### src/rtl/row_accumulator.sv
// row_accumulator
// Accumulates one signed sum per matrix row from the multiplier's product
// stream, framed by zero_in/last. Each finished row is written to the result
// BRAM at a sequential row address after DELAY_ACC pipeline stages. A job ends
// with a one-cycle done pulse once finish has arrived and every in-flight
// result has been written.
//
// Build option: define ROW_ACC_SAT_EN to clamp each row sum to the signed
// OUT_W range. Without it, the low OUT_W bits are written (two's-complement
// wrap). Latency is the same in both builds.
//
// Handshake: in_valid qualifies in_data/zero_in/last for exactly the cycle it
// is high. There is no back-pressure, so one sample can be taken every cycle.
// res_we is a one-cycle write strobe that qualifies res_addr/res_data.
module row_accumulator #(
  parameter int IN_W      = 12,
  parameter int ACC_W     = 21,
  parameter int OUT_W     = 16,
  parameter int ADDR_W    = 10,
  parameter int DELAY_ACC = 3
) (
  input  logic              clk,
  input  logic              rst,
  input  logic              start,
  input  logic              in_valid,
  input  logic [IN_W-1:0]   in_data,
  input  logic              zero_in,
  input  logic              last,
  input  logic              finish,
  output logic              res_we,
  output logic [ADDR_W-1:0] res_addr,
  output logic [OUT_W-1:0]  res_data,
  output logic              done,
  output logic              err,
  output logic              busy
);

  localparam logic [1:0] S_IDLE  = 2'd0;
  localparam logic [1:0] S_OPEN  = 2'd1;
  localparam logic [1:0] S_FLUSH = 2'd2;
  localparam logic [1:0] S_DONE  = 2'd3;

  logic [1:0]              state;
  logic [1:0]              state_nxt;
  logic signed [ACC_W-1:0] acc;
  logic signed [ACC_W-1:0] in_sext;
  logic signed [ACC_W-1:0] sum;
  logic [ADDR_W-1:0]       row_cnt;
  logic [ADDR_W-1:0]       row_base;
  logic [OUT_W-1:0]        res_word;

  logic seed;
  logic add;
  logic emit;
  logic proto_err;
  logic open_after;
  logic accepting;
  logic start_take;
  logic finish_take;
  logic finish_err;

  logic              tail_v;
  logic [ADDR_W-1:0] tail_addr;
  logic [OUT_W-1:0]  tail_data;
  logic              pipe_busy;

  assign in_sext     = {{(ACC_W-IN_W){in_data[IN_W-1]}}, in_data};
  assign accepting   = (state == S_IDLE) || (state == S_OPEN);
  assign start_take  = start && (state == S_IDLE);
  assign finish_take = finish && accepting;
  assign finish_err  = finish_take && open_after;
  assign sum         = seed ? in_sext : (acc + in_sext);
  // A start in the same cycle as an emitted row tags that row as row 0.
  assign row_base    = start_take ? '0 : row_cnt;

  // Decode the current sample against the row framing for this state.
  always_comb begin
    seed       = 1'b0;
    add        = 1'b0;
    emit       = 1'b0;
    proto_err  = 1'b0;
    open_after = 1'b0;
    case (state)
      S_IDLE: begin
        if (in_valid) begin
          if (zero_in) begin
            seed       = 1'b1;
            emit       = last;
            open_after = ~last;
          end else begin
            proto_err  = 1'b1;
          end
        end
      end
      S_OPEN: begin
        open_after = 1'b1;
        if (in_valid) begin
          if (zero_in) begin
            // Row restarted without last: reseed and keep the row open.
            seed      = 1'b1;
            proto_err = 1'b1;
          end else begin
            add        = 1'b1;
            emit       = last;
            open_after = ~last;
          end
        end
      end
      default: begin
        seed = 1'b0;
      end
    endcase
  end

  // Next-state selection; finish wins over row framing once the sample is taken.
  always_comb begin
    state_nxt = state;
    case (state)
      S_IDLE, S_OPEN: begin
        if (finish_take)     state_nxt = S_FLUSH;
        else if (open_after) state_nxt = S_OPEN;
        else                 state_nxt = S_IDLE;
      end
      S_FLUSH: begin
        if (!pipe_busy)      state_nxt = S_DONE;
      end
      default: begin
        state_nxt = S_IDLE;
      end
    endcase
  end

`ifdef ROW_ACC_SAT_EN
  localparam logic signed [ACC_W-1:0] SAT_MAX = ACC_W'((64'sd1 <<< (OUT_W-1)) - 64'sd1);
  localparam logic signed [ACC_W-1:0] SAT_MIN = ACC_W'(-(64'sd1 <<< (OUT_W-1)));

  // Clamp the row sum to the signed result-word range.
  always_comb begin
    if (sum > SAT_MAX)      res_word = SAT_MAX[OUT_W-1:0];
    else if (sum < SAT_MIN) res_word = SAT_MIN[OUT_W-1:0];
    else                    res_word = sum[OUT_W-1:0];
  end
`else
  // Pass the low result-word bits straight through.
  always_comb begin
    res_word = sum[OUT_W-1:0];
  end
`endif

  // FSM state register.
  always_ff @(posedge clk or posedge rst) begin
    if (rst) state <= S_IDLE;
    else     state <= state_nxt;
  end

  // Accumulator: seeded by zero_in, otherwise summed.
  always_ff @(posedge clk or posedge rst) begin
    if (rst)              acc <= '0;
    else if (seed || add) acc <= sum;
  end

  // Row counter advances once per emitted row and wraps naturally.
  always_ff @(posedge clk or posedge rst) begin
    if (rst)       row_cnt <= '0;
    else if (emit) row_cnt <= row_base + ADDR_W'(1);
    else           row_cnt <= row_base;
  end

  // Sticky error: set by framing faults, cleared by start.
  always_ff @(posedge clk or posedge rst) begin
    if (rst)                          err <= 1'b0;
    else if (proto_err || finish_err) err <= 1'b1;
    else if (start_take)              err <= 1'b0;
  end

  generate
    if (DELAY_ACC == 0) begin : g_direct
      assign tail_v    = emit;
      assign tail_addr = row_base;
      assign tail_data = res_word;
      assign pipe_busy = 1'b0;
    end else begin : g_pipe
      logic [DELAY_ACC-1:0] v_q;
      logic [ADDR_W-1:0]    a_q [DELAY_ACC];
      logic [OUT_W-1:0]     d_q [DELAY_ACC];

      // Result delay line carrying the tagged row sums.
      always_ff @(posedge clk or posedge rst) begin
        if (rst) begin
          v_q <= '0;
          for (int i = 0; i < DELAY_ACC; i++) begin
            a_q[i] <= '0;
            d_q[i] <= '0;
          end
        end else begin
          v_q[0] <= emit;
          a_q[0] <= row_base;
          d_q[0] <= res_word;
          for (int i = 1; i < DELAY_ACC; i++) begin
            v_q[i] <= v_q[i-1];
            a_q[i] <= a_q[i-1];
            d_q[i] <= d_q[i-1];
          end
        end
      end

      assign tail_v    = v_q[DELAY_ACC-1];
      assign tail_addr = a_q[DELAY_ACC-1];
      assign tail_data = d_q[DELAY_ACC-1];
      assign pipe_busy = |v_q;
    end
  endgenerate

  // BRAM write port register; address/data hold between writes.
  always_ff @(posedge clk or posedge rst) begin
    if (rst) begin
      res_we   <= 1'b0;
      res_addr <= '0;
      res_data <= '0;
    end else begin
      res_we <= tail_v;
      if (tail_v) begin
        res_addr <= tail_addr;
        res_data <= tail_data;
      end
    end
  end

  assign done = (state == S_DONE);
  assign busy = (state != S_IDLE);

endmodule

### config.mk
export PLATFORM = sky130hd
export DESIGN_NAME = row_accumulator
export DESIGN_NICKNAME = d
export VERILOG_FILES = /design/src/rtl/row_accumulator.sv
export SDC_FILE = /design/constraint.sdc
export NUM_CORES = 1
export LEC_CHECK = 0
export ABC_AREA = 1
export ABC_CLOCK_PERIOD_IN_PS = 9000
export CORE_UTILIZATION = 25
export CTS_CLUSTER_DIAMETER = 120
export DETAILED_ROUTE_END_ITERATION = 7
export DONT_BUFFER_PORTS = 1
export PLACE_DENSITY = 0.47
export SYNTH_ARGS = -nofsm -noshare
export SYNTH_HDL_FRONTEND = slang
export SYNTH_SLANG_ARGS = --single-unit
### constraint.sdc
create_clock -name clk -period 9 [get_ports clk]
set_input_delay 1.8 -clock clk [delete_from_list [all_inputs] [get_ports clk]]
set_output_delay 1.8 -clock clk [all_outputs]
set_load 0.1 [all_outputs]
# [Yosys cells after proc, flatten, opt, wreduce, memory -nomap -nowiden]
# Cells that the tools add are included.
[totals] romBits=0 reg_bits=142 mem_bits_rw=0 wordCells=58 mem_count=0 out_inout_bits=30 latch_bits=0
[op_classes] mul=0 n_addsub=2 eq_ne=4 div_mod_pow=0 order_cmp=0 reduce_logical=11 bitwise_logic=1 n_mux=26 shifts=0
[ops] operator="adder 21 x 12 -> 21 bit" n=1
[ops] operator="2-to-1 mux 21 bit" n=1
[ops] operator="2-to-1 mux 10 bit" n=2
[ops] operator="2-to-1 mux 1 bit" n=17
[ops] operator="adder 10 x 1 -> 10 bit, second input constant" n=1
[ops] operator="one-hot mux 1 bit (2 select lines)" n=3
[ops] operator="== test 2 bit, second input constant" n=2
[ops] operator="2-to-1 mux 2 bit" n=2
[ops] operator="one-hot mux 2 bit (2 select lines)" n=1
[ops] operator="nonzero test 2 bit" n=2
[ops] operator="logical AND 1 bit" n=3
[ops] operator="logical OR 1 bit" n=3
[ops] operator="OR reduction 3 bit" n=1
[ops] operator="== test 2 x 1 -> 1 bit, second input constant" n=1
[ops] operator="logical NOT 2 bit" n=1
[ops] operator="inequality test 2 bit, second input constant" n=1
[ops] operator="OR reduction 2 bit" n=1
[ops] operator="NOT 1 bit" n=1

# [Logic depth before layout (Yosys ltp)]
[logic_depth] word_depth=7 mapped_depth=13 depth_no_buf=13

# [Worst setup path after synthesis]
# No wires, ideal clock.
[synth_path] path_type="input -> register" start="input port in_data[0]" end="register acc[8]" cell_stages=11 setup_slack_ns=5.784 required_time_ns=8.882 path_buffers=0 arrival_time_ns=3.098 path_cell_list="ha_1 > fa_1 > nand2_1 > nand2_1 > and2_1 > nand2_1 > nand2_1 > xnor2_1 > nand2_1 > nand3_1 > nand2_1"
[synth_between] elab_chain_len=2
[synth_lines] item="start, declared" line_no="26" text="input logic [IN_W-1:0] in_data,"
[synth_lines] item="adder 21 x 12 -> 21 bit" line_no="72" text="assign sum = seed ? in_sext : (acc + in_sext);"
[synth_lines] item="2-to-1 mux 21 bit" line_no="72"
[synth_lines] item="end signal, assigned" line_no="159" text="else if (seed || add) acc <= sum;"
[synth_lines] item="end, declared" line_no="45" text="logic signed [ACC_W-1:0] acc;"
# No other way between the ends.
# A chain may end at the register's enable or synchronous reset.

# [Final worst setup path]
[layout_path] start="register state[1]" end="output port done"
[layout_between] elab_chain_len=1
[layout_lines] item="start, declared" line_no="43" text="logic [1:0] state;"
[layout_lines] item="start signal, assigned" line_no="153" text="else state <= state_nxt;"
[layout_lines] item="== test 2 bit" line_no="229" text="assign done = (state == S_DONE);"
[layout_lines] item="end, declared" line_no="33" text="output logic done,"
# No other way between the ends.

==> run summary <==
Finished Layout Cells: 844
Final GP Congestion: 0.850
crit start category: register
Final Util: 0.300
RSZ-0062 raised after global routing: false
port bufs: 0
top-area cell type share of the netlist area: 0.608
max-cap violations: 0
Starting Density: 0.257
total negative slack: 0 ns
hold slack: 0.342 ns
Power Total: 2.65 mW
worst skew pair latency: 0.41 ns
post-synthesis cell count: 539
GRT Overall Usage: 0.0983
IO Count: 49
Setup Skew: 0.0110 ns
worst-case clock buffer depth: 2
slowest stage cell, crit path: inv_1
Die X-Extent: 152 um
Synth Warn #: 0
Final min period: 3.33 ns
Cell Rows: 54
synthesis-to-finish area growth: 17.0%
CTS buffer count: 17
vias after detailed routing: 3413
Area contributors post-synth: dfrtp_1 (61%), nand2_1 (10%), mux2_2 (5.2%)
initial DRC count: 194
pin count of the biggest net entering global routing: 81
ys flop type: dfrtp_1
commonest cells after routing, fill and taps aside: nand2_1 (156), dfrtp_1 (137), inv_1 (55)
VDD IR-drop max: 0.132 mV
Hold WC Path Type: reg2reg
1st-pass router iterations: 7
PwrDens: 402 mW/mm2
Yosys cell types: 37
failing checks: design-rule violations
H-tree levels: 4
# fillers: 2198
wire per inst: 12.2 um
biggest area consumer among synthesized cells: dfrtp_1
worst slew pin tran: 0.961 ns
GRT Residual Overflow: 0
DR vias/cell: 4.04
Nets: 587
CTS tree: built
post-DP HPWL: 7380 um
post-CTS setup buffers: 0
number of global-route vias before repair: 3488
DIE HEIGHT: 152 um
Antenna Violating Nets Remaining: 0
Worst Path Max Fanout: 5
Final Hold Vio Count: 0
n_diodes: 0
CP required: 7.20 ns
max incr delay on CP: 0.61 ns
Async SR Flop Fraction: 1.00
setup slack after layout: 5.67 ns
syn_nets: 575
Core ar.: 0.0220 mm2
root buffer cell: clkbuf_16
die area: 0.0232 mm2
max_slew headroom: 0.359
Cells after DPL: 812
DRC Markers: 6
Critical Path AT: 1.53 ns
CP Class: reg2out
number of synthesized flops with an enable pin: 0
Max Transition Viols Final: 0
dpl cell area: 0.00596 mm2
Clock Sinks: 137
worst-path cell chain: nand2_1 > inv_1
Post-Route WL: 10300 um
Setup-failing EPs final: 0
Resize count post-CTS: 0
most common cell after layout, fill and taps aside: nand2_1
Fmax: 301 MHz
final period utilization: 0.370
layout cells sized above 1: 0.165
Synth Register Bits: 137
Worst-path clk slew: 0.06 ns
element type at the critical path end: output port
Post-Syn Area: 0.00564 mm2
first-pass GRT wire length: 17900 um
status: finished with violations
Lkg Pwr: 3.27 nW
register area share after synthesis: 0.608
Mapped Avg Cell Area: 10.5 um2
pre-CTS setup slack: 5.54 ns
hold buffers post-CTS: 0
fin area: 0.00660 mm2
initial antenna violation count: 0
## worst paths after layout
path / start / endpoint / slack, ns / cells past startpoint
min: g_pipe.d_q[41]$_DFF_PP0_ / g_pipe.d_q[25]$_DFF_PP0_ / 0.34 / 0
max reg2reg: state[1]$_DFFE_PP0P_ / row_cnt[5]$_DFF_PP0_ / 6.89 / 9
min reg2reg: g_pipe.d_q[41]$_DFF_PP0_ / g_pipe.d_q[25]$_DFF_PP0_ / 0.34 / 0
max: state[1]$_DFFE_PP0P_ / done / 5.67 / 2
max in group asynchronous: rst / tail_data[4]$_DFF_PP0_ / 6.34 / 2
min in group asynchronous: rst / tail_addr[6]$_DFF_PP0_ / 1.30 / 1
## state kept, by name, summed over array words and instances (netlist names)
| register | count |
|---|---|
| state | 2 |
| err | 1 |
| row_cnt | 10 |
| tail_data | 16 |
| g_pipe.a_q | 20 |
| res_we | 1 |
| tail_addr | 10 |
| res_addr | 10 |
| g_pipe.d_q | 32 |
| g_pipe.v_q | 3 |
| res_data | 16 |
| acc | 16 |
## per-layer routing
metal,GRT usage,vias up,part of all wire
met3,0.0327,16,0.037
met2,0.151,55,0.46
met4,0.0432,0,0.020
li1,-,1713,-
met1,0.125,1629,0.48
met5,0,-,0
## where the power goes
group | leakage, nW | switching [mW] | total [mW] | internal, mW
registers | 1.72 | 0.462 | 1.29 | 0.832
clock network | 0.306 | 0.257 | 0.733 | 0.476
logic | 1.25 | 0.396 | 0.626 | 0.230
## Yosys cell counts (4+ instances only)
master and n:
a21oi_1 9, a31oi_1 6, and2_1 5, buf_2 5
dfrtp_1 137, ha_1 16, inv_1 56, inv_2 7
mux2_2 26, nand2_1 156, nand2_2 5, nand3_1 25
nand4_1 4, nor2_1 24, nor2_2 5, nor2_4 5
nor3_1 4, xnor2_1 5, xor2_1 6
## area by class of cell
type / instances / area, um2 / area share
tap: 280 / 350 / 0.0531
clock inverter: 12 / 189 / 0.0286
multi-input combinational: 328 / 1900 / 0.289
sequential: 137 / 3430 / 0.520
clock buffer: 20 / 447 / 0.0677
timing repair buffer: 2 / 15.0 / 0.00228
inverter: 65 / 264 / 0.0400
## worst max-delay path: cells and delay by family, from the launching register on
family	cells	cell delay, ns
buffers and inverters	1	0.61
and+or+nand+nor	1	0.08
DFF	1	0.42
## logic make-up after synthesis
| group | synth area share |
|---|---|
| AND/OR/NAND/NOR | 0.204 |
| flip-flops | 0.608 |
| buffers and inverters | 0.0544 |
| multiplexers | 0.0519 |
| AO/OA/AOI/OAI | 0.0253 |
| adder cells (fa/ha/maj) | 0.0391 |
| XOR/XNOR | 0.0171 |
(Power assumes the default switching activity.)
